==> config.mk <==
export PLATFORM = sky130hd
export DESIGN_NAME = mux4_rr_scheduler
export DESIGN_NICKNAME = d
export VERILOG_FILES = /design/src/rtl/mux4_rr_scheduler.sv
export SDC_FILE = /design/constraint.sdc
export NUM_CORES = 1
export LEC_CHECK = 0
export CORE_MARGIN = 4
export CORE_UTILIZATION = 45
export CTS_CLUSTER_DIAMETER = 60
export DETAILED_ROUTE_END_ITERATION = 10
export PLACE_DENSITY = 0.73
export REMOVE_ABC_BUFFERS = 1
export SLEW_MARGIN = 20
export SYNTH_ARGS = -nofsm -noshare
export SYNTH_HDL_FRONTEND = slang
export SYNTH_SLANG_ARGS = --single-unit
==> constraint.sdc <==
create_clock -name clk -period 1.55 [get_ports clk]
set_input_delay 0.465 -clock clk [delete_from_list [all_inputs] [get_ports clk]]
set_output_delay 0.465 -clock clk [all_outputs]
set_load 0.01 [all_outputs]
==> src/rtl/mux4_rr_scheduler.sv <==
// mux4_rr_scheduler: round-robin slot scheduler driving a shared 4:1 strobed selector
module mux4_rr_scheduler #(
    parameter int SLOT_LEN = 8,
    parameter bit GAP_EN   = 1'b1
) (
    input  logic       clk,
    input  logic       rst_n,
    input  logic [3:0] req_in,
    input  logic [3:0] data_in,
    output logic [3:0] gnt_out,
    output logic [1:0] sel_out,
    output logic       strobe_out,
    output logic       busy_out,
    output logic       y_out
);
    localparam logic [1:0] IDLE  = 2'd0;
    localparam logic [1:0] GRANT = 2'd1;
    localparam logic [1:0] GAP   = 2'd2;
    logic [1:0] state, last, ptr, win;
    logic [7:0] cnt;
    logic       done;
    // while granted the owner is the pointer, so back-to-back arbitration skips it
    assign ptr = (state == GRANT) ? sel_out : last;
    assign done = (state == GRANT) && (cnt == 8'(SLOT_LEN) || !req_in[sel_out]);
    assign busy_out = (state != IDLE);
    always_comb begin
        win = ptr;
        for (int i = 4; i >= 1; i--)
            if (req_in[2'(ptr + 2'(i))]) win = 2'(ptr + 2'(i));
    end
    always_ff @(posedge clk or negedge rst_n) begin
        if (!rst_n) begin
            state      <= IDLE;
            gnt_out    <= 4'b0;
            sel_out    <= 2'd0;
            strobe_out <= 1'b1;
            y_out      <= 1'b0;
            cnt        <= 8'd0;
            last       <= 2'd3;
        end else begin
            y_out <= !strobe_out && data_in[sel_out];
            if (state == GRANT && !done) begin
                cnt <= cnt + 8'd1;
            end else if (state == GRANT && GAP_EN) begin
                last       <= sel_out;
                state      <= GAP;
                gnt_out    <= 4'b0;
                strobe_out <= 1'b1;
                cnt        <= 8'd0;
            end else if (|req_in) begin
                if (state == GRANT) last <= sel_out;
                state      <= GRANT;
                gnt_out    <= 4'b1 << win;
                sel_out    <= win;
                strobe_out <= 1'b0;
                cnt        <= 8'd1;
            end else begin
                if (state == GRANT) last <= sel_out;
                state      <= IDLE;
                gnt_out    <= 4'b0;
                strobe_out <= 1'b1;
                cnt        <= 8'd0;
            end
        end
    end
endmodule

After elaboration in Yosys (flattened, before gate mapping)

Index checks and enable logic that the tools add are counted.

Flip-flop bits (word level): 20
Bits of input ports: 10
Logic and storage cells: 53

Shifts and indexed selects: 1
Mux-type cells: 23
Eq/ne operators: 2
Bitwise operators: 2
Add/subtract/negate cells: 4
$lt $le $gt $ge: 4
Reduce and logical (&&, ||, !) cells: 10

Operator list:

| kind                                                                 | count |
|---|---|
| 2-bit by 3-bit < comparator with 1-bit output, second input constant | 4 |
| 1-bit binary-select mux with 2-bit select                            | 5 |
| 1-bit 2-to-1 mux                                                     | 10 |
| 2-bit 2-to-1 mux                                                     | 5 |
| 8-bit by 1-bit adder with 8-bit output, second input constant        | 1 |
| 8-bit by 4-bit == test with 1-bit output, second input constant      | 1 |
| 4-bit 2-to-1 mux                                                     | 2 |
| 8-bit 2-to-1 mux                                                     | 1 |
| 2-bit adder, second input constant                                   | 2 |
| 4-bit OR reduction                                                   | 1 |
| 1-bit by 2-bit left shift with 4-bit output, first input constant    | 1 |
| 1-bit logical AND                                                    | 3 |
| 1-bit zero test                                                      | 3 |
| 3-bit AND reduction                                                  | 1 |
| 2-bit by 1-bit adder with 2-bit output, second input constant        | 1 |
| 2-bit by 1-bit == test with 1-bit output, second input constant      | 1 |
| 1-bit inverter                                                       | 2 |
| 2-bit nonzero test                                                   | 1 |
| 1-bit logical OR                                                     | 1 |

Longest topological paths before layout

Depth after elaboration: 11
Gate-level depth with buffers: 6

Worst setup path after synthesis

OpenSTA, ideal clock, no wires.

Path type: register to register
From: reg sel_out[0]
To: reg gnt_out[2]
Data arrival time: 1464 ps
Buffers on the path: 0
Clock period less this slack: 1585 ps
Setup slack: -35 ps
Setup time: 121 ps
Stages on the path, launching flop included: 5
Cells stage by stage: dfrtp_1 -> mux4_2 -> nand3_2 -> inv_1 -> a22o_1

Cells in the longest elaborated chain, start to end: 10
Elaborated cells on any way between the ends: 23

RTL lines:

| item                                        | RTL line | RTL |
|---|---|---|
| from (decl)                                 | 11       | `output logic [1:0] sel_out,` |
| from (signal assigned)                      | 54       | `sel_out <= win;` |
| 2-bit 2-to-1 mux                            | -        |  |
| 2-bit adder                                 | 29       | `if (req_in[2'(ptr + 2'(i))]) win = 2'(ptr + 2'(i));` |
| 1-bit binary-select mux with 2-bit select   | 29       |  |
| 1-bit 2-to-1 mux (not written as such)      | 29       |  |
| 2-bit 2-to-1 mux (3 in series)              | 29       |  |
| 1-bit by 2-bit left shift with 4-bit output | 53       | `gnt_out <= 4'b1 << win;` |
| 4-bit 2-to-1 mux                            | 50       | `end else if (\|req_in) begin` |
| 4-bit 2-to-1 mux                            | 44       | `end else if (state == GRANT && GAP_EN) begin` |
| to (signal assigned)                        | 53       |  |
| to (decl)                                   | 10       | `output logic [3:0] gnt_out,` |

Several ways; a longest one is shown, not always the timed one. The select of a mux whose other input is x is not followed.
A chain may end at the register's enable or synchronous reset.

Worst setup path after layout

From: reg state[1]
To: reg gnt_out[3]

Cells in the longest elaborated chain, start to end: 11
Elaborated cells on any way between the ends: 20

RTL lines:

| item                                        | RTL line | RTL |
|---|---|---|
| from (decl)                                 | 19       | `logic [1:0] state, last, ptr, win;` |
| from (signal assigned)                      | 33       | `state <= IDLE;` |
| from (signal assigned)                      | 46       | `state <= GAP;` |
| from (signal assigned)                      | 52       | `state <= GRANT;` |
| 2-bit by 1-bit == test with 1-bit output *  | -        |  |
| 2-bit 2-to-1 mux                            | -        |  |
| 2-bit adder                                 | 29       |  |
| 1-bit binary-select mux with 2-bit select   | 29       |  |
| 1-bit 2-to-1 mux (not written as such)      | 29       |  |
| 2-bit 2-to-1 mux (3 in series)              | 29       |  |
| 1-bit by 2-bit left shift with 4-bit output | 53       |  |
| 4-bit 2-to-1 mux                            | 50       |  |
| 4-bit 2-to-1 mux                            | 44       |  |

Mark *: on every way between the ends. The rest lies on a longest branch, timed or not. The select of a mux whose other input is x is not followed.

==> load_flow_metrics.sql <==
INSERT INTO impl_metrics (metric_group, metric, value, unit) VALUES
('yosys', 'ys_seq_area_share', '48.4', '%'),
('critical_path', 'critPathCapture', 'gnt_out[3]', ''),
('die', 'io_pins', '19', ''),
('min_path', 'hp-class', 'in -> async', ''),
('cells_and_area', 'finalNetCount', '147', ''),
('yosys', 'postSynthRegisterBits', '20', ''),
('die', 'placeable_area', '2210', 'um^2'),
('clocking', 'cts_root_buffer', 'sky130_fd_sc_hd__clkbuf_4', ''),
('grt', 'grt_overflow_total', '0', ''),
('power', 'vdd_ir_drop_max', '1.26', 'mV'),
('die', 'floorplan.die.width', '56.1', 'um'),
('detailed_routing', 'antenna_left', '0', ''),
('detailed_routing', 'dr.pass1.iters', '4', ''),
('critical_path', 'critical_path.startpoint_type', 'flop', ''),
('critical_path', 'path_max_fanout', '5', ''),
('detailed_routing', 'route.vias.total', '871', ''),
('die', 'floorplan.initialDensity', '47.1', '%'),
('detailed_routing', 'detailedRoute.firstIterationViolations', '30', ''),
('critical_path', 'regToRegSetupSlack', '-0.15', 'ns'),
('grt', 'pin_count_of_the_biggest_net_entering_global_routing', '21', ''),
('detailed_routing', 'via_per_inst', '5.38', ''),
('die', 'floorplan_die_area', '3150', 'um^2'),
('sta', 'final.setup.worst_slack', '-0.154', 'ns'),
('cells_and_area', 'antenna_cells_inserted', '0', ''),
('critical_path', 'worstSetupPathDepth', '6', ''),
('clocking', 'cts.sink_count', '20', ''),
('sta', 'grt_setup_unrepaired', 'true', ''),
('detailed_routing', 'post-route-drc-count', '0', ''),
('critical_path', 'rr_endpoint', 'gnt_out[3]', ''),
('cells_and_area', 'mostFrequentLayoutCells', 'sky130_fd_sc_hd__dfrtp_1, sky130_fd_sc_hd__buf_4, sky130_fd_sc_hd__nor2_1, sky130_fd_sc_hd__dlygate4sd2_1, sky130_fd_sc_hd__nand3_1', ''),
('clocking', 'cts_htree_levels', '1', ''),
('critical_path', 'critPathLaunch', 'state[1]', ''),
('run', 'maxCapViolCount', '0', ''),
('critical_path', 'cp_slowest_stage_delay', '0.40', 'ns'),
('sta', 'final_hold_viol_count', '0', ''),
('sta', 'worst-slew-pin-transition', '0.292', 'ns'),
('sta', 'tns', '-0.785', 'ns'),
('place', 'port-buffer-count', '18', ''),
('clocking', 'clkSlewWorstSetupHoldPaths', '0.11', 'ns'),
('sta', 'drv_slew', '0', ''),
('place', 'globalplace.congestion', '0.844', ''),
('sta', 'slew-limit-headroom', '80.1', '%'),
('clocking', 'number_of_buffers_added_to_fix_hold_violations_after_cts', '0', ''),
('grt', 'first_global_vias', '875', ''),
('sta', 'final_period_minus_worst_setup_slack', '1.70', 'ns'),
('critical_path', 'timing.critical_path.cells', 'buf_6 -> nand2b_4 -> mux2_4 -> a2bb2oi_2 -> o221ai_4 -> a22o_1', ''),
('sta', 'worst_clk_skew', '0.00477', 'ns'),
('status', 'failed_checks', 'setup timing', ''),
('critical_path', 'timing.critical_path.slowest_stage_cell', 'sky130_fd_sc_hd__dfrtp_1', ''),
('sta', 'fmaxAchievable', '0.587', 'GHz'),
('critical_path', 'required', '1.75', 'ns'),
('yosys', 'synth_area_per_cell', '11.5', 'um^2'),
('die', 'die-height', '56.1', 'um'),
('cells_and_area', 'layout-drive-gt1-share', '37.3', '%'),
('clocking', 'total_clock_buffers_created_by_cts', '3', ''),
('yosys', 'syn_area', '1040', 'um^2'),
('clocking', 'max-clock-path-buffers', '2', ''),
('sta', 'final_setup_fails', '7', ''),
('critical_path', 'rr_worst_depth', '6', ''),
('die', 'num_rows', '17', ''),
('grt', 'antenna_found_initial', '0', ''),
('status', 'outcome', 'complete, but fails checks', ''),
('power', 'power_density', '1940', 'nW/um^2'),
('critical_path', 'critical_path.n_buffers_inverters', '1', ''),
('critical_path', 'critical_path_arrival', '1.91', 'ns'),
('critical_path', 'worst-setup-path-type', 'reg -> reg', ''),
('grt', 'grt_pass1_wl', '4140', 'um'),
('place', 'detailedPlacementHpwl', '1750', 'um'),
('detailed_routing', 'detail_route.wirelength', '2420', 'um'),
('yosys', 'ys_warn_count', '0', ''),
('power', 'p_leak', '0.698', 'nW'),
('yosys', 'syn_inst', '91', ''),
('critical_path', 'endpoint_kind', 'flop', ''),
('yosys', 'post_synth_num_cell_types', '41', ''),
('critical_path', 'rr_startpoint', 'state[1]', ''),
('sta', 'period_share', '110', '%'),
('critical_path', 'critical-path-top-delay-family', 'compound AO/OA/AOI/OAI gates', ''),
('cells_and_area', 'synthToLayoutAreaGrowth', '43.0', '%'),
('cells_and_area', 'fin_util', '67.4', '%'),
('clocking', 'tritoncts', 'yes', ''),
('clocking', 'worst_skew_pair.late_latency', '0.30', 'ns'),
('detailed_routing', 'route.detailed.wl_per_inst', '15.0', 'um'),
('grt', 'grt_usage', '16.8', '%');
## report_power, final
part | switching (W) | internal [W]
Sequential | 0.000131 | 0.000725
Clock | 0.000159 | 0.000143
Combinational | 0.000825 | 0.000915
## stage by stage
step / setup slack (ns) / total power, W / instance area (um^2) / std cells / hold slack (ns)
6_report: -0.154 / 0.00290 / 1490 / 162 / 0.490
3_3_place_gp: -0.388 / 0.00229 / 1360 / 151 / 0.483
2_1_floorplan: -0.135 / 0.00173 / 1030 / 90 / 0.169
5_1_grt: -0.206 / 0.00309 / 1490 / 162 / 0.497
3_5_place_dp: -0.432 / 0.00233 / 1360 / 151 / 0.481
4_1_cts: -0.135 / 0.00286 / 1480 / 161 / 0.488
## synthesized netlist by cell type, drive strengths merged
master | count | area, um^2
o221ai | 1 | 8.76
nand4b | 1 | 8.76
mux4 | 2 | 48.8
nor2b | 2 | 12.5
or2 | 1 | 6.26
inv | 5 | 18.8
dfrtp | 17 | 425
o21bai | 1 | 7.51
a31oi | 1 | 6.26
a22o | 2 | 17.5
dfstp | 3 | 78.8
o2bb2ai | 2 | 17.5
a221oi | 1 | 15.0
nor4bb | 1 | 10.0
a311oi | 1 | 8.76
a21o | 1 | 7.51
and2b | 1 | 8.76
xor2 | 5 | 43.8
xnor2 | 1 | 8.76
nor3 | 1 | 5.00
and2 | 1 | 6.26
o221a | 1 | 11.3
buf | 1 | 11.3
nor4 | 1 | 6.26
o21ai | 2 | 10.0
a21boi | 1 | 7.51
mux2i | 1 | 22.5
nand2b | 1 | 13.8
a21oi | 2 | 13.8
nand3 | 7 | 40.0
ha | 2 | 25.0
and3 | 2 | 12.5
nand2 | 4 | 15.0
a2bb2oi | 1 | 15.0
mux2 | 1 | 15.0
o21a | 1 | 7.51
nor2 | 12 | 45.0
## routing by layer
metal	up-vias	share of wire (%)	track usage, %
li1	414	-	-
met3	4	4.2	3.48
met4	0	1.5	5.08
met5	-	0	0
met1	432	49	22.7
met2	21	46	27.0
## cell type report
cell class,instances,area (um^2)
Tap cell,28,35.0
Inverter,5,18.8
Timing Repair Buffer,40,334
Fill cell,181,722
Clock buffer,4,36.3
Multi-Input combinational cell,65,562
Sequential cell,20,504
## registers in the layout, indices dropped and copies added (netlist names)
name / count
cnt: 8
gnt_out: 4
last: 2
sel_out: 2
state: 2
strobe_out: 1
y_out: 1
## repair_timing
item	in CTS	in global routing
endpoints found under the setup margin	27	10
cloned	1	0
buffers inserted	6	1
gates resized for setup	29	5
pin swaps	14	0
## kinds of logic (layout without fill, tap and decap cells)
logic type / after synthesis / after routing / share of synthesized area, %
simple gates: 35 / 35 / 18.2
flops: 20 / 20 / 48.4
compound gates: 18 / 18 / 14.8
xor+xnor: 6 / 6 / 5.04
buf+inv: 6 / 49 / 2.88
mux: 4 / 4 / 8.28
fa+ha+maj: 2 / 2 / 2.40
## worst min path at each step
stage	depth (start not counted)	end	slack, ns	startpoint
2_1_floorplan	0	cnt[0]	0.17	rst_n
3_3_place_gp	1	gnt_out[0]	0.48	gnt_out[0]
3_5_place_dp	1	gnt_out[1]	0.48	gnt_out[1]
4_1_cts	2	sel_out[1]	0.49	rst_n
5_1_grt	2	sel_out[1]	0.50	rst_n
6_report	2	sel_out[1]	0.49	rst_n
(Power assumes the default switching activity.)
